$ cat config.mk
export PLATFORM = sky130hd
export DESIGN_NAME = i2s_mic_rx
export DESIGN_NICKNAME = d
export VERILOG_FILES = /design/src/rtl/i2s_pkg.sv /design/src/rtl/i2s_clkgen.sv /design/src/rtl/i2s_mic_rx.sv
export SDC_FILE = /design/constraint.sdc
export NUM_CORES = 1
export LEC_CHECK = 0
export CORE_ASPECT_RATIO = 1.5
export CORE_MARGIN = 2
export CORE_UTILIZATION = 50
export CTS_BUF_LIST = sky130_fd_sc_hd__clkbuf_4
export DETAILED_ROUTE_END_ITERATION = 8
export DONT_BUFFER_PORTS = 1
export PLACE_DENSITY = 0.74
export SKIP_LAST_GASP = 1
export SLEW_MARGIN = 20
export SYNTH_ARGS = -nofsm -noshare
export SYNTH_HDL_FRONTEND = slang
export SYNTH_SLANG_ARGS = --single-unit
$ cat constraint.sdc
create_clock -name clk -period 1.9 [get_ports clk]
set_input_delay 0.38 -clock clk [delete_from_list [all_inputs] [get_ports clk]]
set_output_delay 0.38 -clock clk [all_outputs]
set_load 0.05 [all_outputs]
$ cat src/rtl/i2s_pkg.sv
// Shared constants, types and helpers for the I2S microphone receiver.
// Slot/frame geometry is fixed by the I2S 64-fs stereo frame format.
package i2s_pkg;

  localparam int unsigned SAMPLE_BITS = 24;
  localparam int unsigned SLOT_BITS   = 32;
  localparam int unsigned FRAME_BITS  = 64;

  localparam int unsigned POS_W = $clog2(SLOT_BITS);
  localparam int unsigned BIT_W = $clog2(FRAME_BITS);

  typedef logic [POS_W-1:0] pos_t;
  typedef logic [BIT_W-1:0] bit_cnt_t;

  localparam pos_t MSB_POS = pos_t'(1);
  localparam pos_t LSB_POS = pos_t'(24);

  typedef logic signed [SAMPLE_BITS-1:0] sample_t;

  typedef enum logic {
    CH_LEFT  = 1'b0,
    CH_RIGHT = 1'b1
  } ch_e;

  // The upper half of the frame carries the right channel.
  function automatic ch_e slot_ch(input bit_cnt_t b);
    return b[BIT_W-1] ? CH_RIGHT : CH_LEFT;
  endfunction

  function automatic logic is_data_pos(input pos_t p);
    return (p >= MSB_POS) && (p <= LSB_POS);
  endfunction

endpackage

$ cat src/rtl/i2s_clkgen.sv
// I2S bit clock, word select and frame bit counter generator.
// Exposes the fall event so the receiver samples in lockstep with bit_cnt updates.
module i2s_clkgen
  import i2s_pkg::*;
#(
  parameter int unsigned SCK_HALF = 8
) (
  input  logic             clk,
  input  logic             rst,
  output logic             sck,
  output logic             ws,
  output logic [BIT_W-1:0] bit_cnt,
  output logic             fall
);

  localparam int unsigned      DIV_W    = $clog2(SCK_HALF);
  localparam logic [DIV_W-1:0] DIV_LAST = DIV_W'(SCK_HALF - 1);

  logic [DIV_W-1:0] div_cnt;
  logic             wrap;
  logic             rise;
  bit_cnt_t         bit_next;

  always_comb begin
    wrap     = (div_cnt == DIV_LAST);
    rise     = wrap & ~sck;
    fall     = wrap & sck;
    bit_next = bit_cnt + BIT_W'(1);
  end

  // ws follows the incoming bit count so ws == bit_cnt[5] for the whole period.
  always_ff @(posedge clk) begin
    if (rst) begin
      div_cnt <= '0;
      sck     <= 1'b0;
      ws      <= 1'b0;
      bit_cnt <= '0;
    end else begin
      div_cnt <= wrap ? '0 : div_cnt + DIV_W'(1);
      if (rise) begin
        sck <= 1'b1;
      end else if (fall) begin
        sck <= 1'b0;
      end
      if (fall) begin
        bit_cnt <= bit_next;
        ws      <= bit_next[BIT_W-1];
      end
    end
  end

endmodule

$ cat src/rtl/i2s_mic_rx.sv
// I2S master receiver for stereo 24-bit MEMS microphones.
// Captures each slot's 24-bit word and strobes it out with its channel tag.
module i2s_mic_rx
  import i2s_pkg::*;
#(
  parameter int unsigned SCK_HALF       = 8,
  parameter int unsigned STARTUP_FRAMES = 4096
) (
  input  logic                          clk,
  input  logic                          rst,
  input  logic                          sd,
  output logic                          sck,
  output logic                          ws,
  output logic                          sample_valid,
  output logic signed [SAMPLE_BITS-1:0] sample,
  output logic                          sample_ch
);

  localparam int unsigned      FC_W        = (STARTUP_FRAMES > 0) ? $clog2(STARTUP_FRAMES + 1) : 1;
  localparam logic [FC_W-1:0]  FRAME_LIMIT = FC_W'(STARTUP_FRAMES);

  logic             fall;
  bit_cnt_t         bit_cnt;
  pos_t             pos;
  logic             sd_m;
  logic             sd_s;
  logic [SAMPLE_BITS-1:0] shreg;
  logic [SAMPLE_BITS-1:0] word_next;
  logic [FC_W-1:0]  frame_cnt;
  logic             startup_done;
  logic             word_done;
  logic             frame_wrap;

  i2s_clkgen #(
    .SCK_HALF(SCK_HALF)
  ) u_clkgen (
    .clk     (clk),
    .rst     (rst),
    .sck     (sck),
    .ws      (ws),
    .bit_cnt (bit_cnt),
    .fall    (fall)
  );

  always_comb begin
    pos          = bit_cnt[POS_W-1:0];
    word_next    = {shreg[SAMPLE_BITS-2:0], sd_s};
    word_done    = fall && (pos == LSB_POS);
    frame_wrap   = fall && (bit_cnt == '1);
    // frame_cnt saturates at the limit, so equality means wake-up is over.
    startup_done = (frame_cnt == FRAME_LIMIT);
  end

  always_ff @(posedge clk) begin
    if (rst) begin
      sd_m         <= 1'b0;
      sd_s         <= 1'b0;
      shreg        <= '0;
      frame_cnt    <= '0;
      sample_valid <= 1'b0;
      sample       <= '0;
      sample_ch    <= CH_LEFT;
    end else begin
      sd_m         <= sd;
      sd_s         <= sd_m;
      sample_valid <= 1'b0;
      if (fall && is_data_pos(pos)) begin
        shreg <= word_next;
      end
      // The LSB arrives on the same fall event that completes the word.
      if (word_done && startup_done) begin
        sample       <= sample_t'(word_next);
        sample_ch    <= slot_ch(bit_cnt);
        sample_valid <= 1'b1;
      end
      if (frame_wrap && !startup_done) begin
        frame_cnt <= frame_cnt + FC_W'(1);
      end
    end
  end

endmodule

Word-level counts from Yosys, hierarchy flattened --
Index checks and enable logic that the tools add are counted.
Word-level totals: register bits after elaboration 75, bits in latches 0, memory bits (writable) 0, memory bits (read-only) 0, input bits 3, output and inout bits 28, word-level logic and storage cells 36, memories kept 0
Cells by class: $add $sub $neg 3, $mul 0, divide/modulo/power cells 0, order comparisons 2, equal/unequal tests 4, shift operators 0, mux-type cells 4, bitwise gates (word level) 3, reduce and logical (&&, ||, !) cells 9
Operators with widths (count):
- 13-bit by 1-bit adder with 13-bit output (second input constant) | 1
- 13-bit equality test (second input constant) | 1
- 6-bit by 1-bit adder with 6-bit output (second input constant) | 1
- 6-bit equality test (second input constant) | 1
- 1-bit logical AND | 6
- 5-bit equality test (second input constant) | 1
- 5-bit by 1-bit greater-or-equal comparator with 1-bit output (second input constant) | 1
- 5-bit <= comparator (second input constant) | 1
- 1-bit 2-to-1 mux | 4
- 3-bit by 1-bit adder with 3-bit output (second input constant) | 1
- 3-bit equality test (second input constant) | 1
- 1-bit AND | 2
- 2-bit nonzero test | 1
- 2-bit OR reduction | 1
- 1-bit zero test | 1
- 1-bit NOT | 1

Depth between registers and ports, before layout --
Gate-level depths: netlist of run 1.
depth after elaboration 5, mapped depth 8, depth with buffers taken out 6

Hierarchy --
Synthesis of run 1 repeated with hierarchy kept, for this count alone.
Unflattened totals: cells, all modules 296, area total of the unflattened synthesis 3079.2 um^2
Modules (own cells, without submodules):
- i2s_mic_rx | times used 1, cells an instance 253, area each 2647.5 um^2, seq. area each 1281.2 um^2
- i2s_clkgen | times used 1, cells an instance 43, area each 431.7 um^2, seq. area each 200.2 um^2

Least setup slack after synthesis of run 1 --
No wires, ideal clock.
path kind register -> register, start point register u_clkgen.sck, end point register sample[10], setup time 128 ps, arrival 1891 ps, required time 1772 ps, setup slack -120 ps, cell stages (with the launch flop) 6, buffers on the path 1, clock period less this slack 2020 ps, cells stage by stage dfxtp_1 > nand2_1 > nor3_2 > and2_1 > clkbuf_1 > o21ai_0
On the way: cells in the longest elaborated chain, start to end 3
Ends and longest elaborated chain:
- start: declaration | RTL line i2s_clkgen.sv:10 | output logic sck,
- start signal: assignment | RTL line i2s_clkgen.sv:35 | sck <= 1'b0;
- start signal: assignment | RTL line i2s_clkgen.sv:41 | sck <= 1'b1;
- start signal: assignment | RTL line i2s_clkgen.sv:43 | sck <= 1'b0;
- 1-bit AND | RTL line i2s_clkgen.sv:27 | fall = wrap & sck;
- 1-bit logical AND | RTL line i2s_mic_rx.sv:48 | word_done = fall && (pos == LSB_POS);
- 1-bit logical AND | RTL line i2s_mic_rx.sv:71 | if (word_done && startup_done) begin
- end signal: assignment | RTL line i2s_mic_rx.sv:72 | sample <= sample_t'(word_next);
- end: declaration | RTL line i2s_mic_rx.sv:15 | output logic signed [SAMPLE_BITS-1:0] sample,
Every way passes these cells. A chain may end at the register's enable or synchronous reset.

Final worst setup path of run 1 --
start point register u_clkgen.div_cnt[0], end point register frame_cnt[11]
On the way: cells in the longest elaborated chain, start to end 4
Ends and longest elaborated chain:
- start: declaration | RTL line i2s_clkgen.sv:19 | logic [DIV_W-1:0] div_cnt;
- start signal: assignment | RTL line i2s_clkgen.sv:39 | div_cnt <= wrap ? '0 : div_cnt + DIV_W'(1);
- 3-bit equality test | RTL line i2s_clkgen.sv:25 | wrap = (div_cnt == DIV_LAST);
- 1-bit AND | RTL line i2s_clkgen.sv:27
- 1-bit logical AND | RTL line i2s_mic_rx.sv:49 | frame_wrap = fall && (bit_cnt == '1);
- 1-bit logical AND | RTL line i2s_mic_rx.sv:76 | if (frame_wrap && !startup_done) begin
- end signal: assignment | RTL line i2s_mic_rx.sv:77 | frame_cnt <= frame_cnt + FC_W'(1);
- end: declaration | RTL line i2s_mic_rx.sv:29 | logic [FC_W-1:0] frame_cnt;
Every way passes these cells.

==> results of run 1 <==
[stage by stage]
stage	TNS, ns	instances
5_1_grt	-0.02604	438
4_1_cts	0	437
3_3_place_gp	0	421
3_5_place_dp	0	421
2_1_floorplan	0	355
6_report	0	438
[layout make-up]
class,count,area [um^2]
inverter,8,30.03
timing repair buffer,17,138.9
tap,74,92.59
clock inverter,7,70.07
fill,546,2626
multi-input combinational,249,1573
sequential,74,1489
clock buffer,9,67.56
[critical path: cells and delay by family, from the launching register on]
family	cells	cell delay [ns]
AO/OA/AOI/OAI	1	0.14
adder cells (fa/ha/maj)	2	0.30
flip-flops	1	0.37
AND/OR/NAND/NOR	3	1.03
[flip-flops by register name, indices dropped and copies added (netlist names)]
| name | count |
|---|---|
| sample | 24 |
| shreg | 23 |
| frame_cnt | 13 |
| u_clkgen.bit_cnt | 6 |
| u_clkgen.div_cnt | 3 |
| sample_ch | 1 |
| sample_valid | 1 |
| sd_m | 1 |
| sd_s | 1 |
| u_clkgen.sck | 1 |
[layer usage]
| metal | vias to the layer above | track usage | routed length [um] |
|---|---|---|---|
| li1 | 1232 | - | - |
| met1 | 1150 | 0.2185 | 2571 |
| met2 | 43 | 0.3351 | 3350 |
| met3 | 14 | 0.03352 | 198 |
| met4 | 0 | 0.09538 | 140 |
| met5 | - | 0 | 0 |
[worst min path at each step]
stage / cells after the start / startpoint / endpoint / slack (ns)
2_1_floorplan: 1 / u_clkgen.div_cnt[0] / u_clkgen.div_cnt[0] / 0.41
5_1_grt: 1 / rst / shreg[3] / 0.005
3_5_place_dp: 1 / u_clkgen.div_cnt[0] / u_clkgen.div_cnt[0] / 0.42
3_3_place_gp: 1 / u_clkgen.div_cnt[0] / u_clkgen.div_cnt[0] / 0.41
4_1_cts: 1 / rst / shreg[3] / 0.01
6_report: 1 / rst / shreg[3] / 0.03
[power breakdown]
part	switching (mW)	internal, mW	total [mW]
combinational	0.00630	0.0263	0.0326
sequential	0.00559	1.56	1.56
clock	0.554	0.396	0.950
total	0.566	1.98	2.55
[what timing repair did]
action                                  CTS  global route
resized for setup                         3            17
buffers inserted                          0             1
hold endpoints to repair                  0             0
pin swaps                                 0             8
endpoints found under the setup margin    4            57
[placed cells by master (no fill, tap or decap), drive strengths merged, types with 3 or more instances in the layout]
cell and count:
dfxtp 74, nand2 53, nand2b 29, a21oi 29
nand4b 25, o21ai 25, nor2 20, buf 17
clkbuf 9, inv 8, nand3 8, xnor2 7
ha 7, nor4 5, or4 5, nor2b 4
o31ai 4, clkinv 4, mux2 3, xor2 3
and2 3, nand4 3, nor3 3
[cell families (layout without fill, tap and decap cells)]
| logic type | Yosys count | after routing | synth area share |
|---|---|---|---|
| AO/OA/AOI/OAI | 61 | 61 | 0.1072 |
| XOR/XNOR | 10 | 10 | 0.02811 |
| adder cells (fa/ha/maj) | 7 | 7 | 0.02811 |
| buffers and inverters | 32 | 41 | 0.04136 |
| flip-flops | 74 | 74 | 0.4755 |
| multiplexers | 4 | 4 | 0.01406 |
| AND/OR/NAND/NOR | 167 | 167 | 0.3056 |
==> summary.md, run 1 <==
| Metric | Value |
|---|---|
| #FFs+latches synth | `74` |
| DRC Markers | `0` |
| CTS tree | `done` |
| Crit. Startpoint | `u_clkgen.div_cnt[0]` |
| Cts-stage hold buffer count | `0` |
| Worst Setup Start Kind | `flip-flop` |
| # diodes | `0` |
| Wire per inst | `14.29 um` |
| Largest net degree at the start of global routing | `105` |
| Period utilisation layout | `0.9881` |
| Number of buffers created by CTS | `9` |
| Finished Cell Area | `roughly 3500 um^2` |
| RR Endpoint | `frame_cnt[11]` |
| Util after Layout | `0.5686` |
| H-Tree Level Count | `3` |
| Worst slew pin tran | `0.5447 ns` |
| CP max stage cell | `or4_4` |
| Antenna viol nets, final | `0` |
| Synth Flop Type | `dfxtp_1` |
| Cell accounting for the most synthesized area | `dfxtp_1` |
| Worst EP arrival | `2.23 ns` |
| Hold_ws | `0.03437 ns` |
| Total gr overflow | `0` |
| Max VDD drop | `0.0006413 V` |
| Area growth syn-to-layout | `11.08%` |
| Critical path start-end classification | `reg -> reg` |
| Post-Synthesis Mean Instance Area | `8.776 um^2` |
| Synth cell types | `39` |
| Routed WL | `6260 um` |
| Crit-path cells | `ha_4 -> ha_4 -> nand4_4 -> or3_4 -> or4_4 -> a21oi_2` |
| Clock sinks | `74` |
| Drt via density | `5.568` |
| DRT iter0 DRCs | `168` |
| IO Count | `31` |
| Setup slack, reg-to-reg | `0.02 ns` |
| EDFF count, synth | `0` |
| Pre-CTS WS | `a little under 0.009 ns` |
| CTS Root Buffer Type | `clkbuf_4` |
| Max Fclk | `0.5327 GHz` |
| FF-to-FF Start | `u_clkgen.div_cnt[0]` |
| Synth Warn # | `0` |
| Synthesized cell area | `3115 um^2` |
| Die width | `around 68 um` |
| Total power | `between 2 and 3 mW` |
| Hpwl dp | `3994 um` |
| Final Setup Violations | `0` |
| Worst Clk Skew | `0.02132 ns` |
| Worst hold path type | `in -> reg` |
| Crit path top cell by count | `ha_4` |
| Unrepaired setup endpoints after global routing | `true` |
| Via Count | `2439` |
| Post-synth top cells | `dfxtp_1 (74), nand2_1 (53), a21oi_1 (29)` |
| Initial Utilization | `0.5118` |
| Post-layout net count | `369` |
| Layout cell share with drive strength beyond 1 | `0.1538` |
| Setup ws final | `about 0.023 ns` |
| Critical path capture point | `frame_cnt[11]` |
| Status | `finished, final reports clean` |
| Worst-path clk slew | `0.12 ns` |
| CTS Buffer Depth | `2` |
| Register area share after synthesis | `0.4755` |
| Syn Nets | `about 370` |
| Die H | `100.7 um` |
| Crit Path Max Fanout | `4` |
| Top cell type's share of synthesized area | `0.4755` |
| Req. time, crit path | `2.25 ns` |
| PortBufs | `0` |
| Initial antenna violation count | `0` |
| Full die area | `6891 um^2` |
| Slowest stage delay, CP | `around 0.50 ns` |
| Largest cells by area after synthesis | `dfxtp_1 (48%), nand4b_1 (7.0%), nand2_1 (6.4%), nand2b_1 (5.6%), a21oi_1 (4.7%)` |
| Vias in the first global route | `2272` |
| Reg2reg path depth | `6` |
| Period minus WS final | `1.877 ns` |
| Placed cell areas | `3238 um^2` |
| GRT Util Overall | `0.1927` |
| First-pass GRT wire length | `10140 um` |
| Most frequent cell after synthesis | `dfxtp_1` |
| PD cells | `736.2 nW/um^2` |
| Core area | `slightly above 6000 um^2` |
| Max Slew Vio Count | `0` |
| P_leak | `~1.1 nW` |
| Max capacitance violation total | `0` |
| Drt first pass iters | `4` |
| Mapped Cells | `355` |
| Gpl congestion | `between 0.8 and 0.9` |
| Async SR Flop Fraction | `0` |
| Slew HR | `0.6364` |
| Final hold vios | `0` |
| Std-Cell Rows | `35` |
| CP Capture Type | `flip-flop` |
| Worst-skew pair later-pin latency | `0.42 ns` |
(Power assumes the default switching activity.)
==> run 2: changes to the inputs <==
Settings changed: CORE_ASPECT_RATIO 1.5 to not set.
==> summary.md, run 2 (synthesized netlist as in run 1, its figures left out) <==
| Metric | Value |
|---|---|
| Status | `finished, final reports clean` |
| Largest net degree at the start of global routing | `105 (unchanged)` |
| Post-Route M1 WL | `2890 um (+12%)` |
| Uppermost layer routed | `met4` |
| CP max stage cell | `or4_1` |
| Max Slew Vio Count | `0 (unchanged)` |
| GRT Util Overall | `0.1750 (-0.01772)` |
| Full die area | `6878 um^2 (-0.19%)` |
| Post-layout instance count excluding filler cells | `441 (+0.68%)` |
| DRT iter0 DRCs | `94 (-44%)` |
| CP Capture Type | `flip-flop` |
| Commonest non-fill, non-tap cell in the layout | `dfxtp_1` |
| Max Fclk | `0.5358 GHz (+0.58%)` |
| Final hold vios | `0 (unchanged)` |
| CTS tree | `done` |
| Max VDD drop | `0.0004020 V (-37%)` |
| Total gr overflow | `0 (unchanged)` |
| Register area | `1488 um^2 (about the same)` |
| Die width | `82.94 um (+21%)` |
| P_leak | `1.130 nW (-0.59%)` |
| CTS Buffer Depth | `2 (unchanged)` |
| Fillers | `545 (-0.18%)` |
| Initial antenna violation count | `0 (unchanged)` |
| Slowest stage delay, CP | `0.47 ns (-0.03 ns)` |
| Die H | `82.94 um (-18%)` |
| H-Tree Level Count | `3 (unchanged)` |
| Final Setup Violations | `0 (unchanged)` |
| Clock sinks | `74 (unchanged)` |
| IO Count | `31 (unchanged)` |
| PortBufs | `0 (unchanged)` |
| Drt via density | `5.546 (-0.40%)` |
| Period minus WS final | `1.867 ns (-0.01080 ns)` |
| Vias in the first global route | `2208 (-2.8%)` |
| Critical path start-end classification | `reg -> reg` |
| Largest regs | `sample: 24 flops, shreg: 23 flops, frame_cnt: 13 flops` |
| Layout cell share with drive strength beyond 1 | `0.1530 (-0.0008407)` |
| Slew HR | `0.6529 (+0.01651)` |
| Biggest register | `sample` |
| Worst-skew pair later-pin latency | `0.40 ns (-0.02 ns)` |
| DR WL met3 | `209 um (+5.6%)` |
| Multi-input gate area | `1563 um^2 (-0.64%)` |
| WL met2 | `2905 um (-13%)` |
| Gpl congestion | `0.7314 (-11%)` |
| Final TNS setup | `0 ns (unchanged)` |
| Worst-path clk slew | `0.12 ns (about the same)` |
| Worst EP arrival | `2.21 ns (-0.02 ns)` |
| Number of buffers created by CTS | `9 (unchanged)` |
| Pre-CTS WS | `-0.002423 ns (-0.01128 ns)` |
| Dpl cells | `423 (+0.48%)` |
| Drt first pass iters | `4 (unchanged)` |
| Std-Cell Rows | `28 (-20%)` |
| Commonest non-fill, non-tap cells in the layout | `dfxtp_1 (69), nand2_1 (53), nand2b_1 (28), a21oi_1 (28), nand4b_1 (25)` |
| Hold_sp | `rst` |
| Setup ws final | `0.03349 ns (+0.01080 ns)` |
| Via Count | `2446 (+0.29%)` |
| CTS Root Buffer Type | `clkbuf_4` |
| Crit-path cells | `ha_4 -> ha_4 -> nand4_4 -> or3_4 -> or4_1 -> a21oi_1` |
| Worst Clk Skew | `0.009379 ns (-0.01195 ns)` |
| Crit. Startpoint | `u_clkgen.div_cnt[0]` |
| Crit Path Max Fanout | `5 (+1)` |
| Finished Cell Area | `3466 um^2 (+0.14%)` |
| Core area | `5956 um^2 (-2.2%)` |
| DRC Markers | `0 (unchanged)` |
| PD cells | `694.1 nW/um^2 (-5.7%)` |
| Initial Utilization | `0.5231 (+0.01129)` |
| Crit path top cell by count | `ha_4` |
| Req. time, crit path | `2.24 ns (about the same)` |
| First-pass GRT wire length | `10050 um (-0.89%)` |
| Placed cell areas | `3284 um^2 (+1.4%)` |
| # diodes | `0 (unchanged)` |
| Post-layout net count | `371 (+0.54%)` |
| Routed WL | `6082 um (-2.8%)` |
| Wire per inst | `13.79 um (-3.5%)` |
| Total power | `2.406 mW (-5.6%)` |
| FF-to-FF Start | `u_clkgen.div_cnt[0]` |
| Worst slew pin tran | `0.5199 ns (-0.02473 ns)` |
| Worst hold path type | `in -> reg` |
| Max reg flops | `24 (unchanged)` |
| Max capacitance violation total | `0 (unchanged)` |
| Area growth syn-to-layout | `11.24%` |
| Period utilisation layout | `0.9824 (-0.005685)` |
| Worst Setup Start Kind | `flip-flop` |
| Hpwl dp | `3851 um (-3.6%)` |
| Antenna viol nets, final | `0 (unchanged)` |
run 2: cell types whose count changed in the layout (fill, tap and decap cells not counted), moves of 2 or more:
cell	before	now
buf_6	3	0
buf_12	0	3
clkinv_4	2	0
clkinv_2	0	3
run 2: final timing paths:
kind	end	slack [ns]	cells past startpoint
max reg2reg	frame_cnt[9]	0.03	6
min	shreg[22]	0.05	1
max	frame_cnt[9]	0.03	6
min reg2reg	u_clkgen.div_cnt[0]	0.46	1
run 2: stage by stage:
step | hold slack (ns) | utilization
5_1_grt | -0.001575 | 0.5819
3_3_place_gp | 0.4111 | 0.5515
6_report | 0.04952 | 0.5819
3_5_place_dp | 0.4363 | 0.5515
4_1_cts | 0.002639 | 0.5706
2_1_floorplan | 0.4080 | -
run 2: routing by layer:
| layer | track usage | up-vias |
|---|---|---|
| met5 | 0 | - |
| met4 | 0.05663 | 0 |
| met3 | 0.05368 | 8 |
| met2 | 0.2845 | 43 |
| met1 | 0.2222 | 1151 |
| li1 | - | 1244 |
run 2: cell type report:
cell class / instances / area share
multi-input cells: 249 / 0.4509
well taps: 75 / 0.02708
inverters: 8 / 0.008664
clock buffers: 10 / 0.02166
clock inverters: 6 / 0.009747
repair buffers: 19 / 0.05271
flip-flops and latches: 74 / 0.4292
run 2: where the power goes:
part | internal (mW) | leakage (nW) | total (mW) | switching [mW]
Combinational | 0.0272 | 0.471 | 0.0372 | 0.0100
Clock | 0.273 | 0.0596 | 0.803 | 0.531
Sequential | 1.56 | 0.599 | 1.57 | 0.00611
run 2: repair_timing:
| action | CTS | global route |
|---|---|---|
| pin swaps | 0 | 7 |
| setup endpoints to repair | 28 | 33 |
| hold buffers | 0 | 1 |
| hold endpoints to repair | 0 | 8 |
| setup buffers | 0 | 1 |
| resized for setup | 3 | 12 |
run 2: critical path: cells and delay by family, from the launching register on:
family                   cells  cell delay, ns
AO/OA/AOI/OAI                1            0.12
adder cells (fa/ha/maj)      2            0.28
flip-flops                   1            0.38
AND/OR/NAND/NOR              3            1.03
